$ cat config.mk
export PLATFORM = sky130hd
export DESIGN_NAME = led_bank_arbiter_flat
export DESIGN_NICKNAME = d
export VERILOG_FILES = /design/src/rtl/led_bank_arbiter_if.sv /design/src/rtl/led_bank_arbiter.sv /design/src/flat_wrapper.sv
export SDC_FILE = /design/constraint.sdc
export NUM_CORES = 1
export LEC_CHECK = 0
export ABC_AREA = 1
export CORE_MARGIN = 1.5
export CORE_UTILIZATION = 51
export CTS_CLUSTER_SIZE = 28
export DETAILED_ROUTE_END_ITERATION = 7
export PLACE_DENSITY = 0.7
export SYNTH_ARGS = -nofsm -noshare
export SYNTH_HDL_FRONTEND = slang
export SYNTH_SLANG_ARGS = --single-unit
export TNS_END_PERCENT = 100
$ cat constraint.sdc
create_clock -name clk -period 1.3 [get_ports clk]
set_input_delay 0.39 -clock clk [delete_from_list [all_inputs] [get_ports clk]]
set_output_delay 0.39 -clock clk [all_outputs]
set_load 0.05 [all_outputs]
$ cat src/rtl/led_bank_arbiter_if.sv
// LED bank arbiter pin bundle: raw buttons in, LED bank and status out.
interface led_bank_arbiter_if;
   logic       button_0;
   logic       button_1;
   logic [2:0] led;
   logic [1:0] grant;
   logic [1:0] pending;
   logic       busy;

   // Board/driver side: owns the raw buttons, observes the bank.
   modport master (output button_0, button_1, input led, grant, pending, busy);
   // Arbiter side.
   modport slave (input button_0, button_1, output led, grant, pending, busy);
endinterface

$ cat src/rtl/led_bank_arbiter.sv
// LED bank arbiter: two debounced active-low requesters share a 3-bit LED
// bank; round-robin grant, each owner plays a chase pattern for a fixed
// session before the bank is handed on.
module led_bank_arbiter #(
   parameter int DEBOUNCE_CYCLES = 50000,
   parameter int STEP_CYCLES     = 6000000,
   parameter int HOLD_STEPS      = 8
) (
   input  logic              clk,
   input  logic              rst_n,
   led_bank_arbiter_if.slave bus
);
   localparam int DW = (DEBOUNCE_CYCLES > 1) ? $clog2(DEBOUNCE_CYCLES) : 1;
   localparam int SW = (STEP_CYCLES > 1) ? $clog2(STEP_CYCLES) : 1;
   localparam int HW = (HOLD_STEPS > 1) ? $clog2(HOLD_STEPS) : 1;

   typedef enum logic {IDLE, RUN} state_e;

   logic [1:0]    btn_raw;
   logic [1:0]    sync1_q, sync2_q;
   logic [1:0]    deb_q, deb_d;
   logic [DW-1:0] dcnt_q [2];
   logic [DW-1:0] dcnt_d [2];
   logic [1:0]    press;

   state_e        state_q, state_d;
   logic          owner_q, owner_d;
   logic          last_q, last_d;
   logic [2:0]    led_q, led_d;
   logic [SW-1:0] step_q, step_d;
   logic [HW-1:0] hold_q, hold_d;
   logic [1:0]    pend_q, pend_d;
   logic [1:0]    clr;
   logic          win, step_end, sess_end;

   assign btn_raw = {bus.button_1, bus.button_0};

   // Two-flop synchroniser; idles at released (high) so reset never fakes a press.
   always_ff @(posedge clk or negedge rst_n) begin
      if (!rst_n) begin
         sync1_q <= 2'b11;
         sync2_q <= 2'b11;
      end else begin
         sync1_q <= btn_raw;
         sync2_q <= sync1_q;
      end
   end

   // Debounce: level flips after DEBOUNCE_CYCLES consecutive mismatching cycles.
   always_comb begin
      for (int i = 0; i < 2; i++) begin
         deb_d[i]  = deb_q[i];
         dcnt_d[i] = '0;
         if (sync2_q[i] != deb_q[i]) begin
            if (dcnt_q[i] == DW'(DEBOUNCE_CYCLES - 1)) deb_d[i] = sync2_q[i];
            else dcnt_d[i] = dcnt_q[i] + 1'b1;
         end
      end
   end

   // A press is the debounced 1->0 edge, seen on the same clock as the flip.
   assign press = deb_q & ~deb_d;

   // Debounce state registers.
   always_ff @(posedge clk or negedge rst_n) begin
      if (!rst_n) begin
         deb_q     <= 2'b11;
         dcnt_q[0] <= '0;
         dcnt_q[1] <= '0;
      end else begin
         deb_q     <= deb_d;
         dcnt_q[0] <= dcnt_d[0];
         dcnt_q[1] <= dcnt_d[1];
      end
   end

   // Arbiter FSM next-state, pattern/timers, request queue and outputs.
   always_comb begin
      state_d     = state_q;
      owner_d     = owner_q;
      last_d      = last_q;
      led_d       = led_q;
      step_d      = step_q;
      hold_d      = hold_q;
      clr         = 2'b00;
      bus.led     = 3'b000;
      bus.grant   = 2'b00;
      bus.busy    = 1'b0;
      // Sole pending bit wins; on a tie, the requester not served last wins.
      win         = (pend_q == 2'b11) ? ~last_q : pend_q[1];
      step_end    = (step_q == SW'(STEP_CYCLES - 1));
      sess_end    = step_end && (hold_q == HW'(HOLD_STEPS - 1));
      case (state_q)
         IDLE: begin
            if (pend_q != 2'b00) begin
               state_d  = RUN;
               owner_d  = win;
               clr[win] = 1'b1;
               led_d    = win ? 3'b100 : 3'b001;
               step_d   = '0;
               hold_d   = '0;
            end
         end
         RUN: begin
            bus.led   = led_q;
            bus.grant = owner_q ? 2'b10 : 2'b01;
            bus.busy  = 1'b1;
            if (step_end) begin
               step_d = '0;
               hold_d = hold_q + 1'b1;
               led_d  = owner_q ? {led_q[0], led_q[2:1]} : {led_q[1:0], led_q[2]};
               if (sess_end) begin
                  state_d = IDLE;
                  last_d  = owner_q;
                  hold_d  = '0;
               end
            end else begin
               step_d = step_q + 1'b1;
            end
         end
         default: state_d = IDLE;
      endcase
      // New presses are OR'd after the grant clear so a same-edge press re-queues.
      pend_d      = (pend_q & ~clr) | press;
      bus.pending = pend_q;
   end

   // Arbiter state registers.
   always_ff @(posedge clk or negedge rst_n) begin
      if (!rst_n) begin
         state_q <= IDLE;
         owner_q <= 1'b0;
         last_q  <= 1'b1;
         led_q   <= 3'b000;
         step_q  <= '0;
         hold_q  <= '0;
         pend_q  <= 2'b00;
      end else begin
         state_q <= state_d;
         owner_q <= owner_d;
         last_q  <= last_d;
         led_q   <= led_d;
         step_q  <= step_d;
         hold_q  <= hold_d;
         pend_q  <= pend_d;
      end
   end
endmodule
$ cat src/flat_wrapper.sv
// flat-port wrapper written by rule: the top's interface ports become plain ports
module led_bank_arbiter_flat 
#(
   parameter int DEBOUNCE_CYCLES = 50000,
   parameter int STEP_CYCLES     = 6000000,
   parameter int HOLD_STEPS      = 8
)
  (clk, rst_n, bus_button_0, bus_button_1, bus_led, bus_grant, bus_pending, bus_busy);
  led_bank_arbiter_if bus_i ();
  input  logic clk;
  input  logic rst_n;
  input wire logic [$bits(bus_i.button_0)-1:0] bus_button_0;
  input wire logic [$bits(bus_i.button_1)-1:0] bus_button_1;
  output wire logic [$bits(bus_i.led)-1:0] bus_led;
  output wire logic [$bits(bus_i.grant)-1:0] bus_grant;
  output wire logic [$bits(bus_i.pending)-1:0] bus_pending;
  output wire logic [$bits(bus_i.busy)-1:0] bus_busy;
  assign bus_i.button_0 = bus_button_0;
  assign bus_i.button_1 = bus_button_1;
  assign bus_led = bus_i.led;
  assign bus_grant = bus_i.grant;
  assign bus_pending = bus_i.pending;
  assign bus_busy = bus_i.busy;
  led_bank_arbiter #(.DEBOUNCE_CYCLES(DEBOUNCE_CYCLES), .STEP_CYCLES(STEP_CYCLES), .HOLD_STEPS(HOLD_STEPS)) u_core (.clk(clk), .rst_n(rst_n), .bus(bus_i));
endmodule
# Word level (Yosys, flattened, before mapping)
# Index checks and enable logic that the tools add are counted.
[totals] regBits=72 latchBits=0 mem_bits_rw=0 mem_bits_ro=0 in_bits=4 out_inout_bits=8 wordCells=73 memories=0
[op_classes] addsub=4 mul=0 div_mod_pow=0 order_cmp=2 n_eq_ne=9 n_shift=0 n_mux=33 n_bitwise=7 n_reduce_logical=6
[op_table] op="2-to-1 mux 16 bit" count=4
[op_table] op="2-to-1 mux 23 bit" count=2
[op_table] op="one-hot mux 23 bit (2 select lines)" count=1
[op_table] op="adder 16 x 1 -> 16 bit, second input constant" count=2
[op_table] op="== test 16 bit, second input constant" count=2
[op_table] op="2-to-1 mux 3 bit" count=8
[op_table] op="adder 23 x 1 -> 23 bit, second input constant" count=1
[op_table] op="== test 23 bit, second input constant" count=1
[op_table] op="one-hot mux 3 bit (2 select lines)" count=2
[op_table] op="2-to-1 mux 1 bit" count=10
[op_table] op="2-to-1 mux 2 bit" count=4
[op_table] op="AND 2 bit" count=2
[op_table] op="NOT 2 bit" count=2
[op_table] op="AND reduction 2 bit" count=2
[op_table] op="adder 3 x 1 -> 3 bit, second input constant" count=1
[op_table] op="== test 3 bit, second input constant" count=1
[op_table] op="AND reduction 3 bit" count=1
[op_table] op="== test 2 bit, second input constant" count=1
[op_table] op="logical AND 1 bit" count=2
[op_table] op="less-than comparator 1 x 2 -> 1 bit, second input constant" count=1
[op_table] op="inequality test 1 bit" count=2
[op_table] op="inequality test 2 x 1 -> 1 bit, second input constant" count=1
[op_table] op="inequality test 2 bit, second input constant" count=1
[op_table] op="NOT 1 bit" count=2
[op_table] op="other kinds (5)" count=5

# Logic depth before layout (Yosys ltp)
# Gate-level depths: netlist (run 1).
[depth] ltp_word=11 ltp_mapped=10 mapped_depth_nobuf=9

# Worst setup path before layout (run 1)
# OpenSTA, ideal clock, no wires.
[synth_timing] kind="register -> output" startpoint="register u_core.state_q" endpoint="output bus_grant[0]" arrival_ps=1549 t_required_ps=910 setup_slack_ps=-639 stages_incl_launch_ff=3 n_path_buf=0 path_cell_list="dfrtp_1 inv_1 nor2_1"
[synth_via] elab_chain_cells=1
[synth_rtl] element="start: declaration" line="led_bank_arbiter.sv:26" rtl="state_e state_q, state_d;"
[synth_rtl] element="start signal: assignment" line="led_bank_arbiter.sv:139" rtl="state_q <= state_d;"
[synth_rtl] element="2-to-1 mux 2 bit" line="led_bank_arbiter.sv:93" rtl="case (state_q)"
[synth_rtl] element="end: declaration" line="flat_wrapper.sv:15" rtl="output wire logic [$bits(bus_i.grant)-1:0] bus_grant;"
# No other way between the ends.

# Worst setup path in the final report (run 1)
[layout_timing] startpoint="register u_core.step_q[1]" endpoint="register u_core.led_q[0]"
[layout_via] elab_chain_cells=3
[layout_rtl] element="start: declaration" line="led_bank_arbiter.sv:30" rtl="logic [SW-1:0] step_q, step_d;"
[layout_rtl] element="start signal: assignment" line="led_bank_arbiter.sv:143" rtl="step_q <= step_d;"
[layout_rtl] element="== test 23 bit" line="led_bank_arbiter.sv:91" rtl="step_end = (step_q == SW'(STEP_CYCLES - 1));"
[layout_rtl] element="inequality test 2 bit (no line)"
[layout_rtl] element="AND reduction 2 bit (no line)"
[layout_rtl] element="end signal: assignment" line="led_bank_arbiter.sv:142" rtl="led_q <= led_d;"
[layout_rtl] element="end: declaration" line="led_bank_arbiter.sv:29" rtl="logic [2:0] led_q, led_d;"
# No other way between the ends.
# A chain may end at the register's enable or synchronous reset.

==> results of run 1 <==
flip-flops by register name, summed over array words and instances, names as in the netlist:
signal and count:
u_core.dcnt_q 32, u_core.step_q 23, u_core.hold_q 3, u_core.led_q 3, u_core.bus.pending 2, u_core.deb_q 2, u_core.sync1_q 2, u_core.sync2_q 2
u_core.last_q 1, u_core.owner_q 1, u_core.state_q 1
power by group through the flow:
stage | combinational (mW) | clock (mW) | sequential [mW]
after floorplan | 0.0410 | 0 | 2.32
after global placement | 0.137 | 0 | 2.32
after detailed placement | 0.141 | 0 | 2.32
after CTS | 0.154 | 2.29 | 2.28
after global routing | 0.220 | 2.36 | 2.29
final | 0.198 | 2.28 | 2.28
cells in the mapped netlist, drive strengths merged (7+ instances only):
cell	n
xor2	17
inv	68
nor3	22
nand3	49
nand2	147
nand4	10
dfrtp	65
nor2	86
dfstp	7
buf	8
a21oi	12
o21ai	16
logic make-up (layout without fill, tap and decap cells):
group / count (synthesis) / after routing / share of synthesized area (%)
AND/OR/NAND/NOR: 324 / 324 / 35.85
buffers and inverters: 76 / 215 / 7.790
flip-flops: 72 / 72 / 44.91
AO/OA/AOI/OAI: 42 / 42 / 5.990
XOR/XNOR: 18 / 18 / 3.911
adder cells (fa/ha/maj): 5 / 5 / 1.552
worst max-delay path by stage:
stage          depth (start not counted)                             to
4_1_cts                                3                     bus_led[1]
6_report                               8    u_core.led_q[0]$_DFFE_PN0P_
5_1_grt                                3                     bus_led[1]
3_3_place_gp                           8  u_core.step_q[16]$_DFFE_PN0P_
2_1_floorplan                          7    u_core.led_q[0]$_DFFE_PN0P_
3_5_place_dp                           8  u_core.step_q[16]$_DFFE_PN0P_
final cells by class:
type                       count  area (µm²)
multi-input combinational    389        2720
sequential                    72        1819
fill                         399        1275
timing repair buffer         130        1195
inverter                      68       285.3
clock buffer                  11       151.4
tap                          102       127.6
clock inverter                 5       102.6
timing repair inverter         1       11.26
timing repair:
item | in CTS | in global routing
hold buffers | 1 | 0
setup endpoints to repair | 66 | 74
cloned | 1 | 0
setup buffers | 17 | 21
pin swaps | 43 | 52
resized for setup | 111 | 117
endpoints found under the hold margin | 15 | 0
stage by stage:
stage	hold WS [ns]	utilization, %	setup TNS [ns]	total power, mW	worst slack [ns]
floorplan	0.09441	-	-1.958	2.358	-0.1483
global placement	0.3151	65.53	-2.413	2.455	-0.09249
detailed placement	0.3125	65.53	-5.511	2.460	-0.1811
CTS	0.3617	75.54	-6.960	4.720	-0.3589
global route	0.3624	83.41	-16.25	4.868	-0.3968
finish	0.3610	83.41	-12.89	4.760	-0.3773
metal layers:
layer  global-route usage (%)  part of all wire [%]  vias up
met5                        0                     0        -
met4                    15.90                   4.9        0
met3                    4.892                   6.4       68
met2                    51.23                    53      223
met1                    35.77                    36     2154
li1                         -                     -     1985
worst max-delay path, stage by stage, from the launching register on:
cell and delay [ns]:
dfrtp_1 0.47, ha_4 0.21, nand3_4 0.11, nor3_4 0.20, nand3_4 0.14, nand2_8 0.16, buf_6 0.14, nand3_2 0.08
nand2_1 0.10
==> impl_results.html, run 1 <==
<table>
<tr><th>Metric</th><th>Value</th></tr>
<tr><th colspan="2">Place</th></tr>
<tr><td>Half-perimeter wire length after placement</td><td>approximately 7500 µm</td></tr>
<tr><td>Placed Cells</td><td>between 700 and 800</td></tr>
<tr><td>Placed cell area</td><td>a little over 5000 µm²</td></tr>
<tr><td>Count of buffers from port buffering</td><td>11</td></tr>
<tr><td>Routability congestion estimate</td><td>0.8806</td></tr>
<tr><th colspan="2">Die</th></tr>
<tr><td>Die outline width</td><td>91.91 µm</td></tr>
<tr><td>Core region area</td><td>roughly 7700 µm²</td></tr>
<tr><td>Die area</td><td>8447 µm²</td></tr>
<tr><td>Count of pins on the block boundary</td><td>12</td></tr>
<tr><td>Die Ht</td><td>91.91 µm</td></tr>
<tr><td>Std-Cell Rows</td><td>32</td></tr>
<tr><td>Starting density of the core</td><td>52.44%</td></tr>
<tr><th colspan="2">Synthesis</th></tr>
<tr><td>Number of flip-flops and latches in the synthesized netlist</td><td>between 70 and 80</td></tr>
<tr><td>Synth unique cells</td><td>34</td></tr>
<tr><td>Async S/R FF share, synth</td><td>100.0%</td></tr>
<tr><td>Post-Synthesis Cells</td><td>about 540</td></tr>
<tr><td>Most area-consuming cells after synthesis</td><td>dfrtp_1 40%, nand2_1 13%, nor2_1 7.4%</td></tr>
<tr><td>Seq/Total Area, Yosys</td><td>between 40% and 50%</td></tr>
<tr><td>Total number of yosys warnings</td><td>0</td></tr>
<tr><td>Proportion of netlist area held by the largest area contributor</td><td>around 40%</td></tr>
<tr><td>Cell taking the most area after synthesis</td><td>dfrtp_1</td></tr>
<tr><td>Cell Area, Synth</td><td>~4000 µm²</td></tr>
<tr><td>Number of synthesized flops with an enable pin</td><td>0</td></tr>
<tr><td>Post-synth top flop</td><td>dfrtp_1</td></tr>
<tr><td>Mean Syn Cell Area</td><td>~7.5 µm²</td></tr>
<tr><td>Net count of the mapped netlist</td><td>between 500 and 600</td></tr>
<tr><th colspan="2">Global routing</th></tr>
<tr><td>Pin count of the biggest net entering global routing</td><td>27</td></tr>
<tr><td>Number of global-route vias before repair</td><td>between 4000 and 5000</td></tr>
<tr><td>Overall Global Routing Usage</td><td>around 30%</td></tr>
<tr><td>Congestion Overflow GR</td><td>0</td></tr>
<tr><td>Wire length of the first global-routing pass</td><td>19560 µm</td></tr>
<tr><td>Antenna violations before repair</td><td>0</td></tr>
<tr><th colspan="2">STA</th></tr>
<tr><td>Worst Tran Pin Value</td><td>roughly 0.35 ns</td></tr>
<tr><td>RSZ-0062 raised after global routing</td><td>true</td></tr>
<tr><td>Max Clk Rate</td><td>between 500 and 600 MHz</td></tr>
<tr><td>Setup violators final</td><td>69</td></tr>
<tr><td>Normalized max-slew margin</td><td>76.92%</td></tr>
<tr><td>Final-report hold violation count</td><td>0</td></tr>
<tr><td>Pins Over Slew Limit</td><td>0</td></tr>
<tr><td>Clock Skew</td><td>a little over 0.01 ns</td></tr>
<tr><td>Worst Setup Slack, final</td><td>-0.3773 ns</td></tr>
<tr><td>Final worst-path cycle share</td><td>129.0%</td></tr>
<tr><td>Min Tclk post-route</td><td>about 1.7 ns</td></tr>
<tr><th colspan="2">Setup path</th></tr>
<tr><td>Start point of the critical path</td><td>u_core.step_q[1]$_DFFE_PN0P_</td></tr>
<tr><td>Worst r2r dst</td><td>u_core.led_q[0]$_DFFE_PN0P_</td></tr>
<tr><td>Setup CP Type</td><td>register to register</td></tr>
<tr><td>Reg2Reg Launch Point</td><td>u_core.step_q[1]$_DFFE_PN0P_</td></tr>
<tr><td>Required time of the worst setup path</td><td>1.60 ns</td></tr>
<tr><td>R2R setup slack</td><td>-0.38 ns</td></tr>
<tr><td>Crit path launch type</td><td>register</td></tr>
<tr><td>Worst r2r path cells</td><td>8</td></tr>
<tr><td>Category of the worst setup path capture point</td><td>register</td></tr>
<tr><td>Critical path peak fanout</td><td>6</td></tr>
<tr><td>CP arrival</td><td>slightly below 2 ns</td></tr>
<tr><th colspan="2">Hold path</th></tr>
<tr><td>Startpoint of the worst hold path</td><td>u_core.sync1_q[0]$_DFF_PN1_</td></tr>
<tr><td>Worst Hold Endpoint</td><td>u_core.sync2_q[0]$_DFF_PN1_</td></tr>
<tr><td>Hold-critical path depth</td><td>0</td></tr>
<tr><td>Worst hold path class</td><td>register to register</td></tr>
<tr><th colspan="2">Pwr</th></tr>
<tr><td>Seq pwr share</td><td>between 40% and 50%</td></tr>
<tr><td>Clk pwr share</td><td>between 40% and 50%</td></tr>
<tr><td>Power dissipated by switching net loads</td><td>roughly 1.0 mW</td></tr>
<tr><td>Internal power consumption</td><td>between 3 and 4 mW</td></tr>
<tr><td>Leakage Power</td><td>a little under 3 nW</td></tr>
<tr><td>Combinational share of power</td><td>between 4 and 5%</td></tr>
<tr><td>Power density normalized to cell area</td><td>742.3 nW/µm²</td></tr>
<tr><td>Maximum vdd ir drop</td><td>650.7 µV</td></tr>
<tr><td>Switching portion of total power</td><td>21.88%</td></tr>
<tr><th colspan="2">Clocking</th></tr>
<tr><td>Library cell used as clock root buffer</td><td>clkbuf_8</td></tr>
<tr><td>CTS HTree Levels</td><td>3</td></tr>
<tr><td>Buffers from clock root to sink, at most</td><td>2</td></tr>
<tr><td>TritonCTS buffer count</td><td>9</td></tr>
<tr><td>Clock tree from TritonCTS</td><td>yes</td></tr>
<tr><td>Clock latency on the worst-skew pair</td><td>0.36 ns</td></tr>
<tr><td>Total clock sinks</td><td>between 70 and 80</td></tr>
<tr><td>Reg clk slew, reported paths</td><td>approximately 0.08 ns</td></tr>
<tr><th colspan="2">Final layout</th></tr>
<tr><td>Diodes inserted</td><td>0</td></tr>
<tr><td>Share of final-layout standard cells stronger than drive strength 1</td><td>approximately half</td></tr>
<tr><td>Number of cells in the finished layout apart from fillers</td><td>around 780</td></tr>
<tr><td>Leading cell types in the layout, fill and taps excluded</td><td>105 x nand2_1, 94 x buf_4, 58 x dfrtp_1</td></tr>
<tr><td>Final cell area excluding filler cells</td><td>roughly 6400 µm²</td></tr>
<tr><td>Area growth syn-to-layout</td><td>59.06%</td></tr>
<tr><td>Final-stage net count</td><td>just under 700</td></tr>
<tr><td>Most frequent standard cell in the layout excluding fill and tap cells</td><td>nand2_1</td></tr>
<tr><th colspan="2">Routing</th></tr>
<tr><td>Detailed-route DRC error count</td><td>0</td></tr>
<tr><td>Total via count after detailed routing</td><td>between 4000 and 5000</td></tr>
<tr><td>DRT antenna net count</td><td>0</td></tr>
<tr><td>Count of routing violations after the opening detailed-route iteration</td><td>251</td></tr>
<tr><td>Routed wirelength normalized by instance count</td><td>~18 µm</td></tr>
<tr><td>Drt total wl</td><td>approximately 14000 µm</td></tr>
<tr><td>Post-DR vias/cell</td><td>about 5.7</td></tr>
<tr><td>Pre-antenna DRT Iters</td><td>5</td></tr>
<tr><th colspan="2">Run status</th></tr>
<tr><td>Violations in the final reports</td><td>setup timing</td></tr>
<tr><td>Status</td><td>finished, violations left</td></tr>
<tr><th colspan="2">Run</th></tr>
<tr><td>Max-cap check violation count</td><td>0</td></tr>
</table>
Power figures use the tool's default switching activity.
==> run 2: changes to the inputs <==
--- a/config.mk
+++ b/config.mk
@@ -10,5 +10,6 @@
 export CORE_UTILIZATION = 51
+export CTS_BUF_LIST = sky130_fd_sc_hd__clkbuf_16
 export CTS_CLUSTER_SIZE = 28
 export DETAILED_ROUTE_END_ITERATION = 7
-export PLACE_DENSITY = 0.7
+export PLACE_DENSITY = 0.71
 export SYNTH_ARGS = -nofsm -noshare
--- a/constraint.sdc
+++ b/constraint.sdc
@@ -3,2 +3,2 @@
 set_output_delay 0.39 -clock clk [all_outputs]
-set_load 0.05 [all_outputs]
+set_load 0.005 [all_outputs]
==> run 2 against run 1 <==
Effect of this change: the flow still finishes with violations (setup timing); wire length down 0.29%; worst setup slack better by 0.061 ns; critical path depth up 1; first-iteration DRC count up 49%; clock power about the same; final area down 3.7%.
==> impl_results.html, run 2 (same netlist as run 1, synthesis figures left out) <==
<table>
<tr><th>Metric</th><th>Value</th></tr>
<tr><th colspan="2">Run status</th></tr>
<tr><td>Status</td><td>finished, violations left (unchanged)</td></tr>
<tr><td>Violations in the final reports</td><td>setup timing (unchanged)</td></tr>
<tr><th colspan="2">Die</th></tr>
<tr><td>Die area</td><td>8447 µm² (unchanged)</td></tr>
<tr><td>Die Ht</td><td>91.91 µm (unchanged)</td></tr>
<tr><td>Count of pins on the block boundary</td><td>12 (unchanged)</td></tr>
<tr><td>Die outline width</td><td>91.91 µm (unchanged)</td></tr>
<tr><td>Std-Cell Rows</td><td>32 (unchanged)</td></tr>
<tr><td>Starting density of the core</td><td>52.44% (unchanged)</td></tr>
<tr><td>Core region area</td><td>7687 µm² (unchanged)</td></tr>
<tr><th colspan="2">Final layout</th></tr>
<tr><td>Share of final-layout standard cells stronger than drive strength 1</td><td>43.40% (was 48.22%)</td></tr>
<tr><td>Leading registers by flop count</td><td>u_core.dcnt_q x32, u_core.step_q x23 (unchanged)</td></tr>
<tr><td>Number of filler cells placed in the layout</td><td>422 (was 399)</td></tr>
<tr><td>Most frequent standard cell in the layout excluding fill and tap cells</td><td>nand2_1 (unchanged)</td></tr>
<tr><td>Util after Layout</td><td>80.35% (was 83.41%)</td></tr>
<tr><td>Diodes inserted</td><td>0 (unchanged)</td></tr>
<tr><td>Sequential cell area</td><td>1814 µm² (was 1819 µm²)</td></tr>
<tr><td>Largest register by flop count</td><td>u_core.dcnt_q (unchanged)</td></tr>
<tr><td>Area growth syn-to-layout</td><td>53.23% (was 59.06%)</td></tr>
<tr><td>Final-stage net count</td><td>693 (was 680)</td></tr>
<tr><td>Flip-flop count of the largest register after layout</td><td>32 (unchanged)</td></tr>
<tr><td>Area of the multi-input gates</td><td>2475 µm² (was 2720 µm²)</td></tr>
<tr><td>Leading cell types in the layout, fill and taps excluded</td><td>113 x nand2_1, 107 x buf_4, 62 x dfrtp_1 (was 105 x nand2_1, 94 x buf_4, 58 x dfrtp_1)</td></tr>
<tr><th colspan="2">Clocking</th></tr>
<tr><td>Buffers from clock root to sink, at most</td><td>2 (unchanged)</td></tr>
<tr><td>Reg clk slew, reported paths</td><td>0.06 ns (was 0.08 ns)</td></tr>
<tr><td>Library cell used as clock root buffer</td><td>clkbuf_16 (was clkbuf_8)</td></tr>
<tr><td>TritonCTS buffer count</td><td>9 (unchanged)</td></tr>
<tr><td>CTS HTree Levels</td><td>3 (unchanged)</td></tr>
<tr><td>Total clock sinks</td><td>72 (unchanged)</td></tr>
<tr><td>Clock tree from TritonCTS</td><td>yes (unchanged)</td></tr>
<tr><td>Clock latency on the worst-skew pair</td><td>0.33 ns (was 0.36 ns)</td></tr>
<tr><th colspan="2">STA</th></tr>
<tr><td>Normalized max-slew margin</td><td>79.01% (was 76.92%)</td></tr>
<tr><td>Min Tclk post-route</td><td>1.617 ns (was 1.677 ns)</td></tr>
<tr><td>Final worst-path cycle share</td><td>124.4% (was 129.0%)</td></tr>
<tr><td>Clock Skew</td><td>0.008319 ns (was 0.01019 ns)</td></tr>
<tr><td>Final TNS setup</td><td>-11.13 ns (was -12.89 ns)</td></tr>
<tr><td>Setup violators final</td><td>68 (was 69)</td></tr>
<tr><td>Final Hold Slack</td><td>0.3639 ns (was 0.3610 ns)</td></tr>
<tr><td>RSZ-0062 raised after global routing</td><td>true (unchanged)</td></tr>
<tr><td>Pins Over Slew Limit</td><td>0 (unchanged)</td></tr>
<tr><td>Final-report hold violation count</td><td>0 (unchanged)</td></tr>
<tr><td>Worst Setup Slack, final</td><td>-0.3167 ns (was -0.3773 ns)</td></tr>
<tr><td>Worst Tran Pin Value</td><td>0.3120 ns (was 0.3462 ns)</td></tr>
<tr><td>Max Clk Rate</td><td>618.6 MHz (was 596.2 MHz)</td></tr>
<tr><th colspan="2">Setup path</th></tr>
<tr><td>Cell with the largest stage delay on the worst path</td><td>dfrtp_1 (unchanged)</td></tr>
<tr><td>Reg2Reg Launch Point</td><td>u_core.step_q[5]$_DFFE_PN0P_ (was u_core.step_q[1]$_DFFE_PN0P_)</td></tr>
<tr><td>Number of buffer and inverter stages on the critical path</td><td>2 (was 1)</td></tr>
<tr><td>Cells along the critical path</td><td>buf_4 &gt; buf_4 &gt; nand2_1 &gt; nor3_1 &gt; nand2_1 &gt; nor2_1 &gt; nand4_1 &gt; nand2_1 &gt; nand2_1 (was ha_4 &gt; nand3_4 &gt; nor3_4 &gt; nand3_4 &gt; nand2_8 &gt; buf_6 &gt; nand3_2 &gt; nand2_1)</td></tr>
<tr><td>Category of the worst setup path capture point</td><td>register (unchanged)</td></tr>
<tr><td>Worst r2r path cells</td><td>9 (was 8)</td></tr>
<tr><td>Required time of the worst setup path</td><td>1.56 ns (was 1.60 ns)</td></tr>
<tr><td>Start point of the critical path</td><td>u_core.step_q[5]$_DFFE_PN0P_ (was u_core.step_q[1]$_DFFE_PN0P_)</td></tr>
<tr><td>Most prevalent standard cell on the critical path</td><td>nand2_1 (was nand3_4)</td></tr>
<tr><td>Crit path launch type</td><td>register (unchanged)</td></tr>
<tr><td>Largest incremental delay on the critical path</td><td>0.44 ns (was 0.47 ns)</td></tr>
<tr><td>Logic depth of the worst path, buffers included</td><td>9 (was 8)</td></tr>
<tr><td>R2R setup slack</td><td>-0.32 ns (was -0.38 ns)</td></tr>
<tr><td>Critical path's top delay family</td><td>simple AND/OR/NAND/NOR gates (unchanged)</td></tr>
<tr><td>Critical path peak fanout</td><td>3 (was 6)</td></tr>
<tr><td>Setup CP Type</td><td>register to register (unchanged)</td></tr>
<tr><td>CP arrival</td><td>1.88 ns (was 1.98 ns)</td></tr>
<tr><td>Crit path to</td><td>u_core.last_q$_DFFE_PN1P_ (was u_core.led_q[0]$_DFFE_PN0P_)</td></tr>
<tr><td>Worst r2r dst</td><td>u_core.last_q$_DFFE_PN1P_ (was u_core.led_q[0]$_DFFE_PN0P_)</td></tr>
<tr><th colspan="2">Global routing</th></tr>
<tr><td>Overall Global Routing Usage</td><td>28.62% (was 29.85%)</td></tr>
<tr><td>Congestion Overflow GR</td><td>0 (unchanged)</td></tr>
<tr><td>Pin count of the biggest net entering global routing</td><td>26 (was 27)</td></tr>
<tr><td>Antenna violations before repair</td><td>0 (unchanged)</td></tr>
<tr><td>Number of global-route vias before repair</td><td>4120 (was 4264)</td></tr>
<tr><td>Wire length of the first global-routing pass</td><td>18950 µm (was 19560 µm)</td></tr>
<tr><th colspan="2">Hold path</th></tr>
<tr><td>Worst hold path class</td><td>register to register (unchanged)</td></tr>
<tr><th colspan="2">Routing</th></tr>
<tr><td>Post-DR vias/cell</td><td>5.611 (was 5.694)</td></tr>
<tr><td>Drt total wl</td><td>13910 µm (was 13950 µm)</td></tr>
<tr><td>Routed wirelength normalized by instance count</td><td>17.59 µm (was 17.93 µm)</td></tr>
<tr><td>DRT antenna net count</td><td>0 (unchanged)</td></tr>
<tr><td>Total via count after detailed routing</td><td>4438 (was 4430)</td></tr>
<tr><td>Pre-antenna DRT Iters</td><td>5 (unchanged)</td></tr>
<tr><td>Detailed-route DRC error count</td><td>0 (unchanged)</td></tr>
<tr><td>Count of routing violations after the opening detailed-route iteration</td><td>375 (was 251)</td></tr>
<tr><th colspan="2">Pwr</th></tr>
<tr><td>Total power consumption of the routed design</td><td>4.738 mW (was 4.760 mW)</td></tr>
<tr><td>Leakage Power</td><td>2.932 nW (was 2.978 nW)</td></tr>
<tr><td>Maximum vdd ir drop</td><td>577.5 µV (was 650.7 µV)</td></tr>
<tr><td>Power density normalized to cell area</td><td>767.1 nW/µm² (was 742.3 nW/µm²)</td></tr>
<tr><th colspan="2">Place</th></tr>
<tr><td>Count of buffers from port buffering</td><td>11 (unchanged)</td></tr>
<tr><td>Half-perimeter wire length after placement</td><td>7109 µm (was 7531 µm)</td></tr>
<tr><td>Routability congestion estimate</td><td>0.9165 (was 0.8806)</td></tr>
<tr><th colspan="2">Run</th></tr>
<tr><td>Max-cap check violation count</td><td>0 (unchanged)</td></tr>
</table>
## run 2: cell types whose count changed in the layout (fill, tap and decap cells not counted), sizes merged
cell / previous run / this run
buf: 127 / 140
bufinv: 3 / 0
clkbuf: 11 / 10
clkinv: 1 / 5
clkinvlp: 5 / 1
inv: 65 / 69
## run 2: how the worst min path moves through the flow
stage	cells after the start	end	start	slack, ns
2_1_floorplan	0	u_core.bus.pending[0]$_DFF_PN0_	rst_n	0.09
3_3_place_gp	1	u_core.step_q[17]$_DFFE_PN0P_	rst_n	0.28
5_1_grt	0	u_core.sync2_q[0]$_DFF_PN1_	u_core.sync1_q[0]$_DFF_PN1_	0.36
4_1_cts	0	u_core.sync2_q[0]$_DFF_PN1_	u_core.sync1_q[0]$_DFF_PN1_	0.36
3_5_place_dp	1	u_core.step_q[17]$_DFFE_PN0P_	rst_n	0.28
6_report	0	u_core.sync2_q[0]$_DFF_PN1_	u_core.sync1_q[0]$_DFF_PN1_	0.36
## run 2: layer usage
metal	GRT usage, %	part of all wire [%]
met5	0	0
met4	14.74	4.9
met3	4.975	5.6
met2	48.83	51
met1	34.61	39
## run 2: where the power goes
group / internal, mW / switching, mW / total [mW]
sequential: 2.27 / 0.0216 / 2.29
clock: 1.27 / 0.983 / 2.26
combinational: 0.0814 / 0.112 / 0.193
total: 3.62 / 1.12 / 4.74
## run 2: timing repair
item | CTS | global route
hold endpoints to repair | 12 | 0
hold buffers | 1 | 0
gates resized for setup | 117 | 94
setup buffers | 23 | 27
pin swaps | 28 | 47
endpoints found under the setup margin | 67 | 72
## run 2: layout make-up
type | instances | share of cell area [%]
clock inverter | 7 | 0.6077
clock buffer | 9 | 3.646
timing repair buffer | 144 | 19.83
inverter | 68 | 4.416
tap | 102 | 2.066
multi-input combinational | 389 | 40.06
sequential | 72 | 29.37
## run 2: per-stage QoR
stage | worst slack (ns) | area [µm²] | cells
finish | -0.3167 | 6177 | 791
global placement | -0.1559 | 4959 | 730
global route | -0.3771 | 6177 | 791
detailed placement | -0.1707 | 4959 | 730
CTS | -0.1852 | 5623 | 767
floorplan | -0.05477 | 4071 | 537
==> run 3: changes to the inputs <==
ABC_AREA = not set   (was 1)
CTS_BUF_LIST = not set   (was sky130_fd_sc_hd__clkbuf_16)
==> run 3 against run 2 <==
Effect of this change: the run still ends with setup timing left; flip-flop and latch count did not move; wire length fell by 15%; register-to-register slack got worse by 0.07 ns; clock skew rose by 0.0061 ns; combinational power rose by 7%; clock power fell by 13%; critical path depth fell by 3; worst setup slack got worse by 0.070 ns; first-iteration DRC count fell by 26%; total power fell by 5.6%; die area fell by 9.9%; critical path type unchanged; largest power group unchanged.
==> impl_results.html, run 3 <==
<table>
<tr><th>Metric</th><th>Value</th></tr>
<tr><th colspan="2">Pwr</th></tr>
<tr><td>Clk pwr share</td><td>44.2% (was 47.6%)</td></tr>
<tr><td>Seq pwr share</td><td>51.2% (was 48.3%)</td></tr>
<tr><td>Combinational share of power</td><td>4.6% (was 4.1%)</td></tr>
<tr><td>Power density normalized to cell area</td><td>770.5 nW/µm² (was 767.1 nW/µm²)</td></tr>
<tr><td>Maximum vdd ir drop</td><td>657.8 µV (was 577.5 µV)</td></tr>
<tr><td>Leakage Power</td><td>2.583 nW (was 2.932 nW)</td></tr>
<tr><td>Power dissipated by switching net loads</td><td>1.035 mW (was 1.117 mW)</td></tr>
<tr><td>Internal power consumption</td><td>3.437 mW (was 3.621 mW)</td></tr>
<tr><td>Switching portion of total power</td><td>23.14% (was 23.57%)</td></tr>
<tr><th colspan="2">Global routing</th></tr>
<tr><td>Met3 routing resource usage after global routing</td><td>6.351% (was 4.975%)</td></tr>
<tr><td>Number of global-route vias before repair</td><td>3554 (was 4120)</td></tr>
<tr><td>Antenna violations before repair</td><td>0 (unchanged)</td></tr>
<tr><td>Pin count of the biggest net entering global routing</td><td>73 (was 26)</td></tr>
<tr><td>Wire length of the first global-routing pass</td><td>16590 µm (was 18950 µm)</td></tr>
<tr><td>Congestion Overflow GR</td><td>0 (unchanged)</td></tr>
<tr><td>Most used routing layer in global routing</td><td>met2 (unchanged)</td></tr>
<tr><td>Met2 usage in global routing</td><td>51.59% (was 48.83%)</td></tr>
<tr><td>Overall Global Routing Usage</td><td>28.55% (was 28.62%)</td></tr>
<tr><td>Global Route met1 Usage</td><td>33.75% (was 34.61%)</td></tr>
<tr><th colspan="2">Final layout</th></tr>
<tr><td>Final-stage net count</td><td>522 (was 693)</td></tr>
<tr><td>Leading registers by flop count</td><td>u_core.dcnt_q x32, u_core.step_q x23 (unchanged)</td></tr>
<tr><td>Util after Layout</td><td>84.95% (was 80.35%)</td></tr>
<tr><td>Leading cell types in the layout, fill and taps excluded</td><td>94 x buf_4, 60 x dfrtp_1, 26 x nand2_1 (was 113 x nand2_1, 107 x buf_4, 62 x dfrtp_1)</td></tr>
<tr><td>Share of final-layout standard cells stronger than drive strength 1</td><td>52.12% (was 43.40%)</td></tr>
<tr><td>Largest register by flop count</td><td>u_core.dcnt_q (unchanged)</td></tr>
<tr><td>Most frequent standard cell in the layout excluding fill and tap cells</td><td>buf_4 (was nand2_1)</td></tr>
<tr><td>Area growth syn-to-layout</td><td>60.37% (was 53.23%)</td></tr>
<tr><td>Diodes inserted</td><td>0 (unchanged)</td></tr>
<tr><td>Flip-flop count of the largest register after layout</td><td>32 (unchanged)</td></tr>
<tr><th colspan="2">Setup path</th></tr>
<tr><td>Required time of the worst setup path</td><td>1.54 ns (was 1.56 ns)</td></tr>
<tr><td>Cell with the largest stage delay on the worst path</td><td>dfrtp_1 (unchanged)</td></tr>
<tr><td>Setup CP Type</td><td>register to register (unchanged)</td></tr>
<tr><td>Reg2Reg Launch Point</td><td>u_core.dcnt_q[17]$_DFF_PN0_ (was u_core.step_q[5]$_DFFE_PN0P_)</td></tr>
<tr><td>Worst r2r dst</td><td>u_core.dcnt_q[30]$_DFF_PN0_ (was u_core.last_q$_DFFE_PN1P_)</td></tr>
<tr><td>CP arrival</td><td>1.92 ns (was 1.88 ns)</td></tr>
<tr><td>Worst r2r path cells</td><td>6 (was 9)</td></tr>
<tr><td>Start point of the critical path</td><td>u_core.dcnt_q[17]$_DFF_PN0_ (was u_core.step_q[5]$_DFFE_PN0P_)</td></tr>
<tr><td>R2R setup slack</td><td>-0.39 ns (was -0.32 ns)</td></tr>
<tr><td>Crit path to</td><td>u_core.dcnt_q[30]$_DFF_PN0_ (was u_core.last_q$_DFFE_PN1P_)</td></tr>
<tr><td>Cells along the critical path</td><td>ha_4 &gt; nand4_1 &gt; nor3_4 &gt; nand3_1 &gt; xor2_1 &gt; nor2_1 (was buf_4 &gt; buf_4 &gt; nand2_1 &gt; nor3_1 &gt; nand2_1 &gt; nor2_1 &gt; nand4_1 &gt; nand2_1 &gt; nand2_1)</td></tr>
<tr><td>Largest incremental delay on the critical path</td><td>0.40 ns (was 0.44 ns)</td></tr>
<tr><td>Category of the worst setup path capture point</td><td>register (unchanged)</td></tr>
<tr><td>Critical path peak fanout</td><td>3 (unchanged)</td></tr>
<tr><td>Crit path launch type</td><td>register (unchanged)</td></tr>
<tr><th colspan="2">Die</th></tr>
<tr><td>Starting density of the core</td><td>52.97% (was 52.44%)</td></tr>
<tr><td>Std-Cell Rows</td><td>30 (was 32)</td></tr>
<tr><td>Core region area</td><td>6832 µm² (was 7687 µm²)</td></tr>
<tr><td>Count of pins on the block boundary</td><td>12 (unchanged)</td></tr>
<tr><td>Die Ht</td><td>87.23 µm (was 91.91 µm)</td></tr>
<tr><td>Die area</td><td>7609 µm² (was 8447 µm²)</td></tr>
<tr><td>Die outline width</td><td>87.23 µm (was 91.91 µm)</td></tr>
<tr><th colspan="2">STA</th></tr>
<tr><td>Clock Skew</td><td>0.01442 ns (was 0.008319 ns)</td></tr>
<tr><td>RSZ-0062 raised after global routing</td><td>true (unchanged)</td></tr>
<tr><td>Worst Tran Pin Value</td><td>0.4671 ns (was 0.3120 ns)</td></tr>
<tr><td>Final worst-path cycle share</td><td>129.7% (was 124.4%)</td></tr>
<tr><td>Normalized max-slew margin</td><td>68.53% (was 79.01%)</td></tr>
<tr><td>Final-report hold violation count</td><td>0 (unchanged)</td></tr>
<tr><td>Worst Setup Slack, final</td><td>-0.3863 ns (was -0.3167 ns)</td></tr>
<tr><td>Max Clk Rate</td><td>593.0 MHz (was 618.6 MHz)</td></tr>
<tr><td>Pins Over Slew Limit</td><td>0 (unchanged)</td></tr>
<tr><td>Min Tclk post-route</td><td>1.686 ns (was 1.617 ns)</td></tr>
<tr><td>Final Hold Slack</td><td>0.04686 ns (was 0.3639 ns)</td></tr>
<tr><td>Setup violators final</td><td>72 (was 68)</td></tr>
<tr><th colspan="2">Clocking</th></tr>
<tr><td>TritonCTS buffer count</td><td>9 (unchanged)</td></tr>
<tr><td>Quantity of hold-fixing buffers added after cts</td><td>0 (was 1)</td></tr>
<tr><td>Buffers from clock root to sink, at most</td><td>2 (unchanged)</td></tr>
<tr><td>Library cell used as clock root buffer</td><td>clkbuf_8 (was clkbuf_16)</td></tr>
<tr><td>Reg clk slew, reported paths</td><td>0.09 ns (was 0.06 ns)</td></tr>
<tr><td>CTS HTree Levels</td><td>3 (unchanged)</td></tr>
<tr><td>Total clock sinks</td><td>72 (unchanged)</td></tr>
<tr><td>Clock tree from TritonCTS</td><td>yes (unchanged)</td></tr>
<tr><td>Clock latency on the worst-skew pair</td><td>0.36 ns (was 0.33 ns)</td></tr>
<tr><th colspan="2">Routing</th></tr>
<tr><td>Detailed-route DRC error count</td><td>0 (unchanged)</td></tr>
<tr><td>Count of routing violations after the opening detailed-route iteration</td><td>278 (was 375)</td></tr>
<tr><td>Routed wirelength normalized by instance count</td><td>19.29 µm (was 17.59 µm)</td></tr>
<tr><td>Drt total wl</td><td>11850 µm (was 13910 µm)</td></tr>
<tr><td>DRT antenna net count</td><td>0 (unchanged)</td></tr>
<tr><td>Pre-antenna DRT Iters</td><td>4 (was 5)</td></tr>
<tr><td>Post-DR vias/cell</td><td>5.687 (was 5.611)</td></tr>
<tr><td>Total via count after detailed routing</td><td>3492 (was 4438)</td></tr>
<tr><th colspan="2">Run status</th></tr>
<tr><td>Status</td><td>finished, violations left (unchanged)</td></tr>
<tr><td>Violations in the final reports</td><td>setup timing (unchanged)</td></tr>
<tr><th colspan="2">Synthesis</th></tr>
<tr><td>Cell Area, Synth</td><td>3618 µm² (was 4031 µm²)</td></tr>
<tr><td>Synth unique cells</td><td>46 (was 34)</td></tr>
<tr><td>Number of synthesized flops with an enable pin</td><td>0 (unchanged)</td></tr>
<tr><td>Commonest cells in the synthesized netlist</td><td>65 x dfrtp_1, 44 x nor2_1, 36 x nand2_1 (was 141 x nand2_1, 79 x nor2_1, 65 x dfrtp_1, 65 x inv_1, 46 x nand3_1)</td></tr>
<tr><td>Proportion of netlist area held by the largest area contributor</td><td>44.95% (was 40.35%)</td></tr>
<tr><td>Most area-consuming cells after synthesis</td><td>dfrtp_1 45%, xnor2_1 5.6%, dfstp_2 5.1% (was dfrtp_1 40%, nand2_1 13%, nor2_1 7.4%)</td></tr>
<tr><td>Seq/Total Area, Yosys</td><td>50.03% (was 44.91%)</td></tr>
<tr><td>Mean Syn Cell Area</td><td>9.547 µm² (was 7.507 µm²)</td></tr>
<tr><td>Number of flip-flops and latches in the synthesized netlist</td><td>72 (unchanged)</td></tr>
<tr><td>Net count of the mapped netlist</td><td>388 (was 546)</td></tr>
<tr><td>Async S/R FF share, synth</td><td>100.0% (unchanged)</td></tr>
<tr><td>Most frequently used cell type in the post-synthesis netlist</td><td>dfrtp_1 (was nand2_1)</td></tr>
<tr><td>Post-Synthesis Cells</td><td>379 (was 537)</td></tr>
<tr><td>Cell taking the most area after synthesis</td><td>dfrtp_1 (unchanged)</td></tr>
<tr><td>Post-synth top flop</td><td>dfrtp_1 (unchanged)</td></tr>
<tr><td>Total number of yosys warnings</td><td>0 (unchanged)</td></tr>
<tr><th colspan="2">Place</th></tr>
<tr><td>Half-perimeter wire length after placement</td><td>5650 µm (was 7109 µm)</td></tr>
<tr><td>Routability congestion estimate</td><td>0.8198 (was 0.9165)</td></tr>
<tr><td>Count of buffers from port buffering</td><td>11 (unchanged)</td></tr>
<tr><th colspan="2">Hold path</th></tr>
<tr><td>Worst hold path class</td><td>primary input to async pin (was register to register)</td></tr>
<tr><th colspan="2">Run</th></tr>
<tr><td>Max-cap check violation count</td><td>0 (unchanged)</td></tr>
</table>
run 3: cell types whose count changed after synthesis, moves of 6 or more:
cell | before | now
nand2_1 | 141 | 36
clkbuf_1 | 0 | 6
inv_1 | 65 | 17
and2_1 | 0 | 8
and3_1 | 2 | 12
nor2_1 | 79 | 44
nor3_1 | 19 | 11
xnor2_1 | 1 | 23
nand3_1 | 46 | 26
or3_1 | 0 | 8
run 3: final cells by class:
class                   count  area [µm²]
fillers                   355        1028
well taps                  96       120.1
clock inverters             5       81.33
repair buffers            135        1171
multi-input cells         278        2419
flip-flops and latches     72        1817
inverters                  17       63.81
clock buffers              11       131.4
run 3: worst max-delay path: cells and delay by family (launching register included):
kind / cells / cell delay, ns
flops: 1 / 0.40
xor+xnor: 1 / 0.21
simple gates: 4 / 0.77
fa+ha+maj: 1 / 0.18
run 3: worst min-delay path by stage:
stage | end | slack, ns | from
final | u_core.dcnt_q[2]$_DFF_PN0_ | 0.05 | rst_n
after global routing | u_core.dcnt_q[2]$_DFF_PN0_ | 0.05 | rst_n
after CTS | u_core.dcnt_q[5]$_DFF_PN0_ | 0.07 | rst_n
after detailed placement | u_core.sync2_q[0]$_DFF_PN1_ | 0.35 | u_core.sync1_q[0]$_DFF_PN1_
after global placement | u_core.sync2_q[1]$_DFF_PN1_ | 0.35 | u_core.sync1_q[1]$_DFF_PN1_
after floorplan | u_core.bus.pending[0]$_DFF_PN0_ | 0.09 | rst_n
run 3: what timing repair did:
action | 4_1_cts | 5_1_grt
endpoints found under the setup margin | 74 | 74
setup buffers | 15 | 8
resized for setup | 111 | 87
gates cloned | 2 | 0
pin swaps | 42 | 38
run 3: power groups by stage:
stage | combinational, mW | clock, mW | sequential [mW]
floorplan | 0.0424 | 0 | 2.32
global placement | 0.126 | 0 | 2.32
detailed placement | 0.131 | 0 | 2.32
CTS | 0.184 | 1.96 | 2.29
global route | 0.222 | 2.11 | 2.29
finish | 0.207 | 1.97 | 2.29
run 3: cell families (layout without fill, tap and decap cells):
family | count (synthesis) | after routing | synth area share [%]
fa+ha+maj | 5 | 5 | 1.729
xor+xnor | 38 | 38 | 9.198
mux | 8 | 8 | 2.386
buf+inv | 30 | 168 | 3.561
compound gates | 50 | 50 | 8.160
flops | 72 | 72 | 50.03
simple gates | 176 | 177 | 24.93
run 3: metrics by stage:
stage | area (µm²) | power (mW) | setup TNS [ns] | setup WS, ns | instances
6_report | 5803 | 4.471 | -16.51 | -0.3863 | 614
5_1_grt | 5803 | 4.620 | -20.56 | -0.4275 | 614
4_1_cts | 5424 | 4.433 | -12.20 | -0.3297 | 607
3_5_place_dp | 4697 | 2.454 | -15.38 | -0.3900 | 574
3_3_place_gp | 4697 | 2.450 | -13.58 | -0.3229 | 574
2_1_floorplan | 3762 | 2.364 | -6.513 | -0.3370 | 379
run 3: metal layers:
metal / vias to the layer above / routed length, µm
met5: - / 0
met4: 0 / 410
met3: 32 / 490
met2: 98 / 6207
met1: 1786 / 4737
li1: 1576 / -
